## config.mk

```make
export PLATFORM = sky130hd
export DESIGN_NAME = adder_rr_sched
export DESIGN_NICKNAME = d
export VERILOG_FILES = /design/src/rtl/adder_rr_sched.sv
export SDC_FILE = /design/constraint.sdc
export NUM_CORES = 1
export LEC_CHECK = 0
export ABC_CLOCK_PERIOD_IN_PS = 4800
export BUFFER_PORTS_ARGS = -buffer_cell sky130_fd_sc_hd__buf_4
export CAP_MARGIN = 40
export CORE_MARGIN = 5
export CORE_UTILIZATION = 54
export CTS_BUF_LIST = sky130_fd_sc_hd__clkbuf_8
export CTS_CLUSTER_SIZE = 40
export DETAILED_ROUTE_END_ITERATION = 16
export PLACE_DENSITY_LB_ADDON = 0.15
export SETUP_SLACK_MARGIN = 0.5
export SLEW_MARGIN = 10
export SYNTH_ARGS = -nofsm -noshare
export SYNTH_HDL_FRONTEND = slang
export SYNTH_SLANG_ARGS = --single-unit
export TNS_END_PERCENT = 5
```

## constraint.sdc

```tcl
create_clock -name clock -period 4.8 [get_ports clock]
set_clock_uncertainty 0.05 [all_clocks]
set_input_delay 0.96 -clock clock [delete_from_list [all_inputs] [get_ports clock]]
set_output_delay 0.96 -clock clock [all_outputs]
set_load 0.01 [all_outputs]
```

## src/rtl/adder_rr_sched.sv

```systemverilog
// adder_rr_sched: round-robin scheduler sharing one external registered adder
// among NUM_REQ requesters. Grants one operand pair per idle cycle, drives the
// adder, captures its sum one cycle later and returns it tagged with the
// requester ID on a single backpressured response channel.
module adder_rr_sched #(
  parameter int NUM_REQ = 4,
  parameter int ID_W    = 2,
  parameter int DATA_W  = 4,
  parameter int CNT_W   = 16
) (
  input  logic                       clock,
  input  logic                       reset,
  input  logic [NUM_REQ-1:0]         req_vld,
  input  logic [NUM_REQ*DATA_W-1:0]  req_a,
  input  logic [NUM_REQ*DATA_W-1:0]  req_b,
  output logic [NUM_REQ-1:0]         req_rdy,
  output logic [DATA_W-1:0]          add_in1,
  output logic [DATA_W-1:0]          add_in2,
  input  logic [DATA_W:0]            add_out,
  output logic                       rsp_vld,
  output logic [ID_W-1:0]            rsp_id,
  output logic [DATA_W:0]            rsp_sum,
  input  logic                       rsp_rdy,
  output logic                       busy,
  output logic [CNT_W-1:0]           op_count
);

  typedef enum logic [1:0] {
    IDLE,
    ISSUE,
    CAPT,
    RESP
  } state_e;

  state_e               state_q, state_d;
  logic [ID_W-1:0]      last_grant_q, last_grant_d;
  logic [ID_W-1:0]      id_q, id_d;
  logic [DATA_W-1:0]    add_in1_q, add_in1_d;
  logic [DATA_W-1:0]    add_in2_q, add_in2_d;
  logic                 rsp_vld_q, rsp_vld_d;
  logic [ID_W-1:0]      rsp_id_q, rsp_id_d;
  logic [DATA_W:0]      rsp_sum_q, rsp_sum_d;
  logic                 busy_q, busy_d;
  logic [CNT_W-1:0]     op_count_q, op_count_d;

  logic                 found;
  logic [ID_W-1:0]      winner;

  // Round-robin search: first valid requester after the last one granted.
  always_comb begin
    // NOTE: every variable written here gets a default first, so no path
    // leaves it unassigned and no latch is inferred.
    int              idx;
    logic [ID_W-1:0] idx_w;
    found  = 1'b0;
    winner = '0;
    idx    = 0;
    idx_w  = '0;
    for (int k = 1; k <= NUM_REQ; k++) begin
      idx   = (int'(last_grant_q) + k) % NUM_REQ;
      idx_w = ID_W'(idx);
      if (!found && req_vld[idx_w]) begin
        found  = 1'b1;
        winner = idx_w;
      end
    end
  end

  // One-hot accept pulse, only while idle; held low while reset is asserted
  // so nothing is accepted during an abort.
  always_comb begin
    req_rdy = '0;
    if (reset && (state_q == IDLE) && found) begin
      req_rdy[winner] = 1'b1;
    end
  end

  // Next-state and registered-output logic for the four-phase sequence.
  always_comb begin
    state_d      = state_q;
    last_grant_d = last_grant_q;
    id_d         = id_q;
    add_in1_d    = add_in1_q;
    add_in2_d    = add_in2_q;
    rsp_vld_d    = rsp_vld_q;
    rsp_id_d     = rsp_id_q;
    rsp_sum_d    = rsp_sum_q;
    op_count_d   = op_count_q;
    case (state_q)
      IDLE: begin
        if (found) begin
          add_in1_d    = req_a[int'(winner)*DATA_W +: DATA_W];
          add_in2_d    = req_b[int'(winner)*DATA_W +: DATA_W];
          id_d         = winner;
          last_grant_d = winner;
          state_d      = ISSUE;
        end
      end
      // Operands are stable; the adder registers the sum at this edge.
      ISSUE: state_d = CAPT;
      CAPT: begin
        rsp_sum_d = add_out;
        rsp_id_d  = id_q;
        rsp_vld_d = 1'b1;
        state_d   = RESP;
      end
      RESP: begin
        if (rsp_rdy) begin
          rsp_vld_d = 1'b0;
          if (op_count_q != '1) begin
            op_count_d = op_count_q + 1'b1;
          end
          state_d = IDLE;
        end
      end
      default: state_d = IDLE;
    endcase
    busy_d = (state_d != IDLE);
  end

  // State and output registers; reset aborts any operation in flight.
  always_ff @(posedge clock or negedge reset) begin
    if (!reset) begin
      state_q      <= IDLE;
      last_grant_q <= ID_W'(NUM_REQ - 1);
      id_q         <= '0;
      add_in1_q    <= '0;
      add_in2_q    <= '0;
      rsp_vld_q    <= 1'b0;
      rsp_id_q     <= '0;
      rsp_sum_q    <= '0;
      busy_q       <= 1'b0;
      op_count_q   <= '0;
    end else begin
      // NOTE: non-blocking assignments so every flop samples pre-edge values.
      state_q      <= state_d;
      last_grant_q <= last_grant_d;
      id_q         <= id_d;
      add_in1_q    <= add_in1_d;
      add_in2_q    <= add_in2_d;
      rsp_vld_q    <= rsp_vld_d;
      rsp_id_q     <= rsp_id_d;
      rsp_sum_q    <= rsp_sum_d;
      busy_q       <= busy_d;
      op_count_q   <= op_count_d;
    end
  end

  assign add_in1  = add_in1_q;
  assign add_in2  = add_in2_q;
  assign rsp_vld  = rsp_vld_q;
  assign rsp_id   = rsp_id_q;
  assign rsp_sum  = rsp_sum_q;
  assign busy     = busy_q;
  assign op_count = op_count_q;

endmodule

```

### After elaboration in Yosys (flattened, before gate mapping)

Cells that the tools add are included.

* output and inout bits: 37
* register bits after elaboration: 39
* input bits: 44
* logic and storage cells: 67

* shift-type cells: 2
* magnitude comparators: 6
* add/subtract/negate cells: 5
* multiplexer cells: 24
* eq/ne operators: 5
* reductions and logical operators: 15

Operator list (count)
* $shiftx A16 B5 Y4: 2
* $add A16 B1 Y16 const B: 1
* $ne A16 B16 Y1 const B: 1
* $lt A2 B3 Y1 const B: 5
* $mux W2: 6
* $mux W1: 10
* $bmux W1 S2: 4
* $pmux W2 S4: 1
* $logic_and A1 B1 Y1: 6
* $add A2 B1 Y2 const B: 2
* $add A2 B2 Y2 const B: 2
* $eq A2 B2 Y1 const B: 2
* $mux W4: 1
* $reduce_and A2 Y1: 2
* $reduce_bool A2 Y1: 2
* $logic_not A1 Y1: 3
* $reduce_and A3 Y1: 1
* $demux W1 S2: 1
* $eq A2 B1 Y1 const B: 1
* $ge A2 B1 Y1 const B: 1
* $logic_not A2 Y1: 1
* $ne A2 B2 Y1 const B: 1
* $pmux W1 S2: 1

### Longest topological paths before layout

Gate-level depths: netlist of the first run.

* word-level depth: 18
* mapped depth: 7

### Worst setup path after synthesis of the first run

OpenSTA, ideal clock, no wires.

* path kind: input to output
* from: input req_vld[1]
* to: output req_rdy[3]
* arrival: 1963 ps
* buffers on the path: 2
* slack: 1827 ps
* cell stages on the path: 6
* cells stage by stage: o21a_1 a211oi_2 buf_6 buf_12 nand3_1 nor2b_1

* word-level cells in the longest chain between the ends: 17

Ends and longest elaborated chain
* start, declared: RTL line 13 `input logic [NUM_REQ-1:0] req_vld,`
* $bmux W1 S2: RTL line 62 `if (!found && req_vld[idx_w]) begin`
* $mux W1 (implied by the code): RTL line 62
* $mux W1: RTL line 62
* $logic_not A1 Y1: RTL line 62
* $logic_and A1 B1 Y1: RTL line 62
* $mux W1: RTL line 62
* $logic_not A1 Y1: RTL line 62
* $logic_and A1 B1 Y1: RTL line 62
* $mux W1: RTL line 62
* $logic_not A1 Y1: RTL line 62
* $logic_and A1 B1 Y1: RTL line 62
* $mux W2: RTL line 62
* $lt A2 B3 Y1 (implied by the code) / $ge A2 B1 Y1 (equally long branches): RTL line 74 `req_rdy[winner] = 1'b1;`
* $logic_and A1 B1 Y1 (implied by the code): RTL line 74
* $mux W1 (implied by the code): RTL line 74
* $demux W1 S2: RTL line 74
* $mux W4 (*): RTL line 73 `if (reset && (state_q == IDLE) && found) begin`
* end, declared: RTL line 16 `output logic [NUM_REQ-1:0] req_rdy,`

Every way passes the cells marked *; elsewhere a longest branch is shown, timed or not. The select of a mux whose other input is x is not followed.

### Final worst setup path of the first run

* from: input req_vld[1]
* to: output req_rdy[2]

The elaborated chain is that of the path after synthesis.

==> flow_summary.json, run 1 <==
{
  "path_cells": "buf_4, o21a_1, a211oi_4, buf_4, nand3_1, nor2_1, buf_4",
  "syn_to_final_growth_pct": 36.1,
  "dp_worst_setup_slack_ps": 1520,
  "p_sw_share_pct": 35.4,
  "grt_pass1_wl_um": 7620,
  "antennaDiodeCount": 0,
  "critical_path_class": "in2out",
  "grt_antenna_before_repair": 0,
  "postLayoutSetupSlackWorst_ps": 1540,
  "wire_per_inst_um": 14.4,
  "cts_resized": 0,
  "synth_edf_count": 0,
  "port_buffers": 80,
  "ys_async_sr_fraction_pct": 100,
  "startpoint_type": "input pin",
  "route.detailed.drc": 0,
  "gp_congestion": 0.773,
  "power.density_nw_per_um2": 499,
  "slew_violations": 0,
  "clk_pin_slew_worst_paths_ps": 70,
  "grt_max_degree": 42,
  "synthFlopType": "dfrtp_1",
  "cts-buffers-inserted": 5,
  "ys_seq_area_share_pct": 49.1,
  "syn_nets": 222,
  "min_period_over_period_pct": 67.9,
  "overflow": 0,
  "hold_viol_final": 0,
  "clock_sinks": 39,
  "rsz0062_at_grt": "false",
  "cts-root-buf": "clkbuf_8",
  "synthAdderAreaFrac_pct": 0.627,
  "final.setup.tns_ps": 0,
  "status": "complete, no violations",
  "dp_hpwl_um": 3440,
  "p_clk_share_pct": 15.5,
  "drt-total-wl_um": 4460,
  "cp-end-kind": "output pin",
  "synth_cell_types": 38,
  "worst_slew_pin_slew_ps": 658,
  "drive_gt1_share_pct": 43.7,
  "path_max_fanout": 19,
  "fp.dieW_um": 70.8,
  "power.switching_mw": 0.480,
  "cpPeakStageDelay_ps": 310,
  "comb_power_share_pct": 44.8,
  "nets": 305,
  "hold_class": "reg2reg",
  "postLayoutCoreUtil_pct": 75.3,
  "ant_nets": 0,
  "finalSetupViolCount": 0,
  "io_pins": 81,
  "vdd_drop_max_mv": 0.307,
  "initial_core_util_pct": 55.3,
  "core_area_sq_um": 3610,
  "crit_path_top_delay_cell": "buf_4",
  "first_pass_iters": 4,
  "vias_per_cell": 5.21,
  "crit_arrival_ps": 2250,
  "die_area_sq_um": 5010,
  "synth_xor_xnor_area_share_pct": 6.59,
  "avgSynthCellArea_sq_um": 11.3,
  "required_ps": 3790,
  "vias": 1609,
  "syn_inst": 177,
  "syn_area_sq_um": 1990,
  "p_int_mw": 0.875,
  "grtUsageTotal_pct": 19.0,
  "worstSkewPairLatency_ps": 290,
  "fmax_mhz": 307,
  "drt_iter0_drc": 76,
  "die_height_um": 70.8,
  "yosys_warnings": 0,
  "crit_top_cell": "buf_4",
  "drv_cap": 0,
  "relSlewSlack_pct": 56.0,
  "synthMuxAreaShare_pct": 16.5,
  "yosys.area_share.simple_pct": 14.9,
  "post-cts-setup-buffer-count": 0,
  "clock_path_buffers": 2,
  "grt_pass1_vias": 1674,
  "synth_compound_area_share_pct": 9.54,
  "p_leak_nw": 1.37,
  "synth-seq-cells": 39,
  "seqPwrFrac_pct": 39.7,
  "synth_top_family_by_area": "multiplexers",
  "hold_buffers": 0,
  "finalCriticalPeriod_ps": 3260,
  "core.rowCount": 22,
  "cts.htree.levels": 2,
  "tritoncts": "done"
}
synth_stat cells (2+ instances only):
cell	n	area, sq um
a22o_1	2	17.5
o21ai_0	5	25.0
inv_1	2	7.51
o21ai_2	7	61.3
clkbuf_1	2	7.51
nor3_1	2	10.0
dfstp_2	2	52.6
xnor2_1	11	96.3
nor2_1	8	30.0
and3_1	4	25.0
nor2b_1	3	18.8
dfrtp_1	37	926
and4_1	3	26.3
a21o_1	3	22.5
xor2_1	4	35.0
o21a_1	2	15.0
nand2b_1	3	18.8
mux2i_1	16	160
nand2_1	18	67.6
nand4_1	4	25.0
mux2_2	15	169
nand3_1	8	40.0
layer usage:
metal	track usage, %	wire length (um)
met5	0	0
met4	7.93	119
met3	5.54	241
met2	32.4	2280
met1	22.3	1820
flip-flops by register name (all words and copies together) (netlist names):
name / cells
add_in1: 4
add_in2: 4
busy: 1
id_q: 2
last_grant_q: 2
op_count: 16
rsp_id: 2
rsp_sum: 5
rsp_vld: 1
state_q: 2
cells by family (layout without fill, tap and decap cells):
kind of cell             count (synthesis)  count (layout)
buffers and inverters                    8              92
AND/OR/NAND/NOR                         58              58
adder cells (fa/ha/maj)                  1               1
flip-flops                              39              39
XOR/XNOR                                15              15
multiplexers                            31              31
AO/OA/AOI/OAI                           25              25
stage by stage:
stage	std cells	hold slack (ps)	cell area, sq um	power [mW]
2_1_floorplan	177	394	1990	0.919
3_3_place_gp	301	412	2630	1.14
3_5_place_dp	301	416	2630	1.16
4_1_cts	309	433	2710	1.38
5_1_grt	309	452	2710	1.45
6_report	309	427	2710	1.36
worst paths after layout:
check | cells past startpoint | endpoint | slack (ps) | from
min in group asynchronous | 1 | add_in2[2] | 580 | reset
worst min-delay path | 2 | add_in2[3] | 430 | add_in2[3]
max in group asynchronous | 1 | last_grant_q[1] | 3770 | reset
worst max-delay path | 7 | req_rdy[2] | 1540 | req_vld[1]
worst max register to register | 6 | op_count[7] | 2750 | op_count[0]
worst min register to register | 2 | add_in2[3] | 430 | add_in2[3]
critical path, delay by kind of cell:
kind / cells / cell delay, ps
compound gates: 2 / 440
buf+inv: 3 / 580
simple gates: 2 / 270
power groups by stage:
stage | sequential [mW] | combinational [mW] | clock [mW]
floorplan | 0.571 | 0.348 | 0
global placement | 0.538 | 0.600 | 0
detailed placement | 0.544 | 0.619 | 0
CTS | 0.538 | 0.620 | 0.218
global route | 0.557 | 0.666 | 0.229
finish | 0.538 | 0.607 | 0.210
area by class of cell:
cell class / instances / area, sq um
flip-flops and latches: 39 / 978
multi-input cells: 130 / 967
fillers: 270 / 892
repair buffers: 82 / 616
clock buffers: 5 / 68.8
well taps: 48 / 60.1
clock inverters: 3 / 16.3
inverters: 2 / 7.51
cell usage in the layout, fill, tap and decap left out, types with 3 or more instances in the layout:
| master | n |
|---|---|
| and4_1 | 3 |
| nand4_1 | 4 |
| xnor2_1 | 11 |
| o21ai_0 | 5 |
| inv_1 | 3 |
| mux2_2 | 15 |
| o21ai_2 | 7 |
| dfrtp_1 | 37 |
| buf_4 | 82 |
| nand2b_1 | 3 |
| mux2i_1 | 16 |
| nor2b_1 | 3 |
| a21o_1 | 3 |
| nor2_1 | 8 |
| nand2_1 | 18 |
| and3_1 | 4 |
| nand3_1 | 8 |
| clkbuf_8 | 5 |
| xor2_1 | 4 |
Power figures use the tool's default switching activity.
==> run 2: changes to the inputs <==
--- a/config.mk
+++ b/config.mk
@@ -5,11 +5,12 @@
 export SDC_FILE = /design/constraint.sdc
 export NUM_CORES = 1
 export LEC_CHECK = 0
-export ABC_CLOCK_PERIOD_IN_PS = 4800
+export ABC_AREA = 1
+export ABC_CLOCK_PERIOD_IN_PS = 3000
 export BUFFER_PORTS_ARGS = -buffer_cell sky130_fd_sc_hd__buf_4
 export CAP_MARGIN = 40
 export CORE_MARGIN = 5
-export CORE_UTILIZATION = 54
+export CORE_UTILIZATION = 52
 export CTS_BUF_LIST = sky130_fd_sc_hd__clkbuf_8
 export CTS_CLUSTER_SIZE = 40
 export DETAILED_ROUTE_END_ITERATION = 16
==> constraint.sdc (replaced) <==
create_clock -name clock -period 3 [get_ports clock]
set_clock_uncertainty 0.05 [all_clocks]
set_input_delay 0.6 -clock clock [delete_from_list [all_inputs] [get_ports clock]]
set_output_delay 0.6 -clock clock [all_outputs]
set_load 0.01 [all_outputs]
==> run 2 against run 1 <==
Effect of this change: first-iteration DRC count up 68%; worst hold slack worse by 97 ps; global-route usage up 1.0 points; critical path type is now reg2out; highest routed layer unchanged; power rose to 2.6 times the previous value; final area up 19%; sequential share of layout area down 5.8 points; critical endpoint unchanged; clock-buffer cell count unchanged; largest power group unchanged.
==> flow_summary.json, run 2 <==
{
  "worstSkewPairLatency_ps": 290,
  "relSlewSlack_pct": 67.5,
  "grt_max_degree": 40,
  "total_power_mw": 3.59,
  "ys_seq_area_share_pct": 40.5,
  "drt_iter0_drc": 128,
  "cpPeakStageDelay_ps": 560,
  "die_height_um": 78.2,
  "rsz0062_at_grt": "true",
  "vias": 2353,
  "clk_pin_slew_worst_paths_ps": 80,
  "synthMostInstantiatedCell": "nand2_1",
  "grtUsageTotal_pct": 20.0,
  "syn_nets": 365,
  "overflow": 0,
  "clock_sinks": 39,
  "port_buffers": 80,
  "drive_gt1_share_pct": 34.5,
  "crit_path_top_delay_cell": "dfstp_2",
  "tritoncts": "done",
  "grt_antenna_before_repair": 0,
  "seqCellArea_sq_um": 978,
  "path_max_fanout": 9,
  "wire_per_inst_um": 12.7,
  "worst_slew_pin_slew_ps": 487,
  "crit_arrival_ps": 2130,
  "slew_violations": 0,
  "synth-seq-cells": 39,
  "syn_area_sq_um": 2420,
  "fill_cells": 392,
  "ys_async_sr_fraction_pct": 100,
  "status": "complete, no violations",
  "ant_nets": 0,
  "startpoint_type": "register",
  "antennaDiodeCount": 0,
  "place_area_sq_um": 3000,
  "nets": 458,
  "synth_edf_count": 0,
  "final_cell_mix": "nand2_1, buf_4, dfrtp_1, nand2_2, nand4_1",
  "cp-end-kind": "output pin",
  "first_pass_iters": 7,
  "dp_hpwl_um": 4400,
  "cts-root-buf": "clkbuf_8",
  "netlist_top_cells_area": "dfrtp_1, nand2_1, nand2_2",
  "min_period_over_period_pct": 92.6,
  "hold_viol_final": 0,
  "route.detailed.drc": 0,
  "syn_inst": 320,
  "crit_top_cell": "nand2_2",
  "path_cells": "buf_12, inv_6, nand2_2, nand2_2, nand2_1, nand2_2, nor2_4, nand2_1, nor2_2, nor2_4, buf_4, nor3_2, buf_4",
  "yosysTopAreaCell": "dfrtp_1",
  "dp_worst_setup_slack_ps": -27.3,
  "yosys_warnings": 0,
  "clock_path_buffers": 2,
  "cts-buffers-inserted": 5,
  "critical_path_class": "reg2out",
  "synthFlopType": "dfrtp_1",
  "hold_ws_ps": 330,
  "postLayoutSetupSlackWorst_ps": 223,
  "power.density_nw_per_um2": 1110,
  "initial_core_util_pct": 54.4,
  "cts.htree.levels": 2,
  "largest_register_ffs": 16,
  "avgSynthCellArea_sq_um": 7.55,
  "fp.dieW_um": 78.2,
  "fmax_mhz": 360,
  "synth_cell_types": 31,
  "hold_class": "in2async",
  "io_pins": 81,
  "p_leak_nw": 1.75,
  "synth_top_area_share_pct": 38.3,
  "gp_congestion": 0.814,
  "finalCriticalPeriod_ps": 2780,
  "multiInputGateArea_sq_um": 1250,
  "finalSetupViolCount": 0,
  "grt_pass1_wl_um": 10300,
  "core.rowCount": 24,
  "drt-total-wl_um": 5910,
  "vias_per_cell": 5.05,
  "core_area_sq_um": 4440,
  "finalInstanceArea_sq_um": 3230,
  "vdd_drop_max_mv": 0.814,
  "synthTopCellsByCount": "nand2_1, dfrtp_1, nand2_2",
  "drv_cap": 0,
  "grt_pass1_vias": 2313,
  "die_area_sq_um": 6110,
  "final_common_cell": "nand2_1",
  "required_ps": 2350,
  "syn_to_final_growth_pct": 33.8
}
run 2: cell types whose count changed after synthesis, moves of 6 or more:
| cell | change |
|---|---|
| mux2i_1 | -16 |
| nand2_2 | +19 |
| mux2_2 | -15 |
| nand2_1 | +121 |
| nor2_1 | +9 |
| xnor2_1 | -6 |
| nand4_1 | +14 |
| inv_1 | +16 |
| o21ai_2 | -6 |
run 2: metal layers:
metal,track usage [%],wire length [um],share of wire [%],up-vias
met5,0,0,0,-
met4,4.02,70,1.2,0
met3,5.61,354,6.0,8
met2,34.7,2900,49,70
met1,25.2,2580,44,1073
li1,-,-,-,1202
run 2: worst paths after layout:
kind | start | to | slack [ps] | depth (start not counted)
setup / recovery | last_grant_q[0] | req_rdy[2] | 220 | 13
max in group asynchronous | reset | last_grant_q[0] | 2210 | 2
hold reg to reg | rsp_sum[1] | rsp_sum[1] | 420 | 2
setup reg to reg | last_grant_q[0] | add_in1[3] | 850 | 16
hold / removal | reset | add_in1[3] | 330 | 2
min in group clock | rsp_sum[1] | rsp_sum[1] | 420 | 2
run 2: kinds of logic (layout without fill, tap and decap cells):
kind of cell / after synthesis / after routing / share of synthesized area, %
buf+inv: 32 / 126 / 8.70
fa+ha+maj: 1 / 1 / 0.518
compound gates: 14 / 14 / 3.21
flops: 39 / 39 / 40.5
xor+xnor: 14 / 14 / 5.08
simple gates: 220 / 220 / 42.0
run 2: worst max-delay path, delay by kind of cell (launching register included):
family                 cells  cell delay, ps
AND/OR/NAND/NOR            9             820
buffers and inverters      4             460
flip-flops                 1             560
run 2: final cells by class:
class,count,share of cell area [%]
clock buffer,5,2.13
clock inverter,3,1.36
inverter,23,2.94
multi-input combinational,249,38.8
sequential,39,30.3
tap,52,2.01
timing repair buffer,95,22.5
run 2: report_power, final:
group / internal, mW / switching, mW
combinational: 0.928 / 1.38
sequential: 0.715 / 0.134
clock: 0.248 / 0.187
run 2: what timing repair did:
item | CTS | global route
setup endpoints to repair | 7 | 4
hold buffers | 0 | 0
pin swaps | 2 | 5
setup buffers | 8 | 2
resized for setup | 5 | 5
run 2: stage by stage:
| stage | TNS (ps) | cells | util (%) |
|---|---|---|---|
| after floorplan | 0 | 320 | - |
| after global placement | 0 | 448 | 67.5 |
| after detailed placement | -54.3 | 448 | 67.5 |
| after CTS | 0 | 464 | 71.9 |
| after global routing | 0 | 466 | 72.7 |
| final | 0 | 466 | 72.7 |
==> run 3: changes to the inputs <==
--- a/config.mk
+++ b/config.mk
@@ -5,12 +5,11 @@
 export SDC_FILE = /design/constraint.sdc
 export NUM_CORES = 1
 export LEC_CHECK = 0
-export ABC_AREA = 1
 export ABC_CLOCK_PERIOD_IN_PS = 3000
 export BUFFER_PORTS_ARGS = -buffer_cell sky130_fd_sc_hd__buf_4
 export CAP_MARGIN = 40
 export CORE_MARGIN = 5
-export CORE_UTILIZATION = 52
+export CORE_UTILIZATION = 50
 export CTS_BUF_LIST = sky130_fd_sc_hd__clkbuf_8
 export CTS_CLUSTER_SIZE = 40
 export DETAILED_ROUTE_END_ITERATION = 16
==> run 3 against run 2 <==
Effect of this change: combinational power shrank 57%; cell count shrank 33%; critical path type unchanged; clock-buffer cell count up 1; register-to-register slack improved by 190 ps; routed wire length is 23% lower.
==> flow_summary.json, run 3 (synthesis gave the netlist of run 1 again) <==
{
  "status": "complete, no violations",
  "relSlewSlack_pct": 57.4,
  "syn_to_final_growth_pct": 39.3,
  "hold_viol_final": 0,
  "gp_congestion": 0.821,
  "postLayoutCoreUtil_pct": 70.5,
  "grt_antenna_before_repair": 0,
  "finalCriticalPeriod_ps": 2350,
  "antennaDiodeCount": 0,
  "route.detailed.drc": 0,
  "initial_core_util_pct": 50.6,
  "die_area_sq_um": 5350,
  "core_area_sq_um": 3940,
  "ant_nets": 0,
  "p_leak_nw": 1.41,
  "final_common_cell": "buf_4",
  "grt_max_degree": 40,
  "slew_violations": 0,
  "drt_iter0_drc": 90,
  "fp.dieW_um": 73.2,
  "port_buffers": 80,
  "r2r_start": "op_count[4]",
  "min_period_over_period_pct": 78.4,
  "first_pass_iters": 4,
  "vdd_drop_max_mv": 0.438,
  "grt_pass1_vias": 1684,
  "cts.htree.levels": 2,
  "worstSetupStartpoint": "last_grant_q[0]",
  "required_ps": 2350,
  "core.rowCount": 23,
  "vias": 1634,
  "rsz0062_at_grt": "false",
  "wire_per_inst_um": 14.5,
  "clock_path_buffers": 2,
  "power.density_nw_per_um2": 826,
  "worstSkewPairLatency_ps": 290,
  "clk_pin_slew_worst_paths_ps": 80,
  "grt_pass1_wl_um": 7430,
  "cp-end-kind": "output pin",
  "overflow": 0,
  "hold_class": "in2async",
  "tritoncts": "done",
  "largest_register_ffs": 16,
  "critical_path_class": "reg2out",
  "clock_sinks": 39,
  "crit_arrival_ps": 1700,
  "cts-buffers-inserted": 5,
  "nets": 308,
  "grtUsageTotal_pct": 17.6,
  "worst_slew_pin_slew_ps": 638,
  "dp_hpwl_um": 3460,
  "fmax_mhz": 425,
  "r2r_cells": 5,
  "path_max_fanout": 5,
  "cts-root-buf": "clkbuf_8",
  "final_cell_mix": "buf_4, dfrtp_1, nand2_1, mux2i_1, mux2_2",
  "final.setup.tns_ps": 0,
  "vias_per_cell": 5.20,
  "finalSetupViolCount": 0,
  "total_power_mw": 2.30,
  "io_pins": 81,
  "die_height_um": 73.2,
  "drt-total-wl_um": 4560,
  "startpoint_type": "register",
  "drv_cap": 0,
  "drive_gt1_share_pct": 45.1
}
-- run 3: changes by cell type in the layout (fill, tap and decap cells not counted), moves of 5 or more --
| cell | change |
|---|---|
| buf_4 | -9 |
| inv_1 | -15 |
| mux2_2 | +15 |
| mux2i_1 | +16 |
| nand2_1 | -120 |
| nand2_2 | -20 |
| nand4_1 | -14 |
| nor2_1 | -7 |
| nor3_2 | -5 |
| o21ai_0 | -5 |
| o21ai_2 | +6 |
| xnor2_1 | +6 |
| xor2_1 | -5 |
-- run 3: final timing paths --
kind / endpoint / slack (ps)
worst max-delay path: req_rdy[1] / 650
worst min-delay path: add_in2[0] / 330
worst max register to register: op_count[10] / 1040
worst min register to register: add_in2[1] / 430
max in group asynchronous: last_grant_q[0] / 2220
min in group clock: add_in2[1] / 430
-- run 3: repair_timing --
item / 4_1_cts / 5_1_grt
hold buffers: 0 / 0
gates resized for setup: 0 / 1
endpoints found under the setup margin: 0 / 3
buffers inserted: 0 / 0
-- run 3: stage by stage --
step	cell area, sq um	worst slack (ps)	hold WS (ps)	cells
6_report	2780	648	329	314
5_1_grt	2780	564	368	314
4_1_cts	2770	574	349	314
3_5_place_dp	2650	707	416	306
3_3_place_gp	2650	728	413	306
2_1_floorplan	1990	747	254	177
-- run 3: critical path, cell delays in order, from the launching register on --
cell	delay, ps
dfstp_2	560
nand2b_4	140
o21ai_0	70
a211o_1	360
nor2b_1	150
buf_4	140
-- run 3: area by class of cell --
type,count,area (sq um)
flip-flops and latches,39,978
clock inverters,2,35.0
inverters,2,7.51
well taps,50,62.6
clock buffers,6,82.6
repair buffers,85,638
multi-input cells,130,975
fillers,310,1160
-- run 3: power breakdown --
part / internal [mW] / leakage [nW] / switching, mW
logic: 0.541 / 0.856 / 0.445
clock network: 0.269 / 0.0612 / 0.181
registers: 0.718 / 0.489 / 0.142
total: 1.53 / 1.41 / 0.768
-- run 3: routing by layer --
| layer | GRT usage [%] | up-vias | routed length (um) |
|---|---|---|---|
| met1 | 22.1 | 788 | 2000 |
| met5 | 0 | - | 0 |
| met3 | 5.10 | 4 | 217 |
| met4 | 3.69 | 0 | 29 |
| li1 | - | 805 | - |
| met2 | 30.0 | 37 | 2310 |
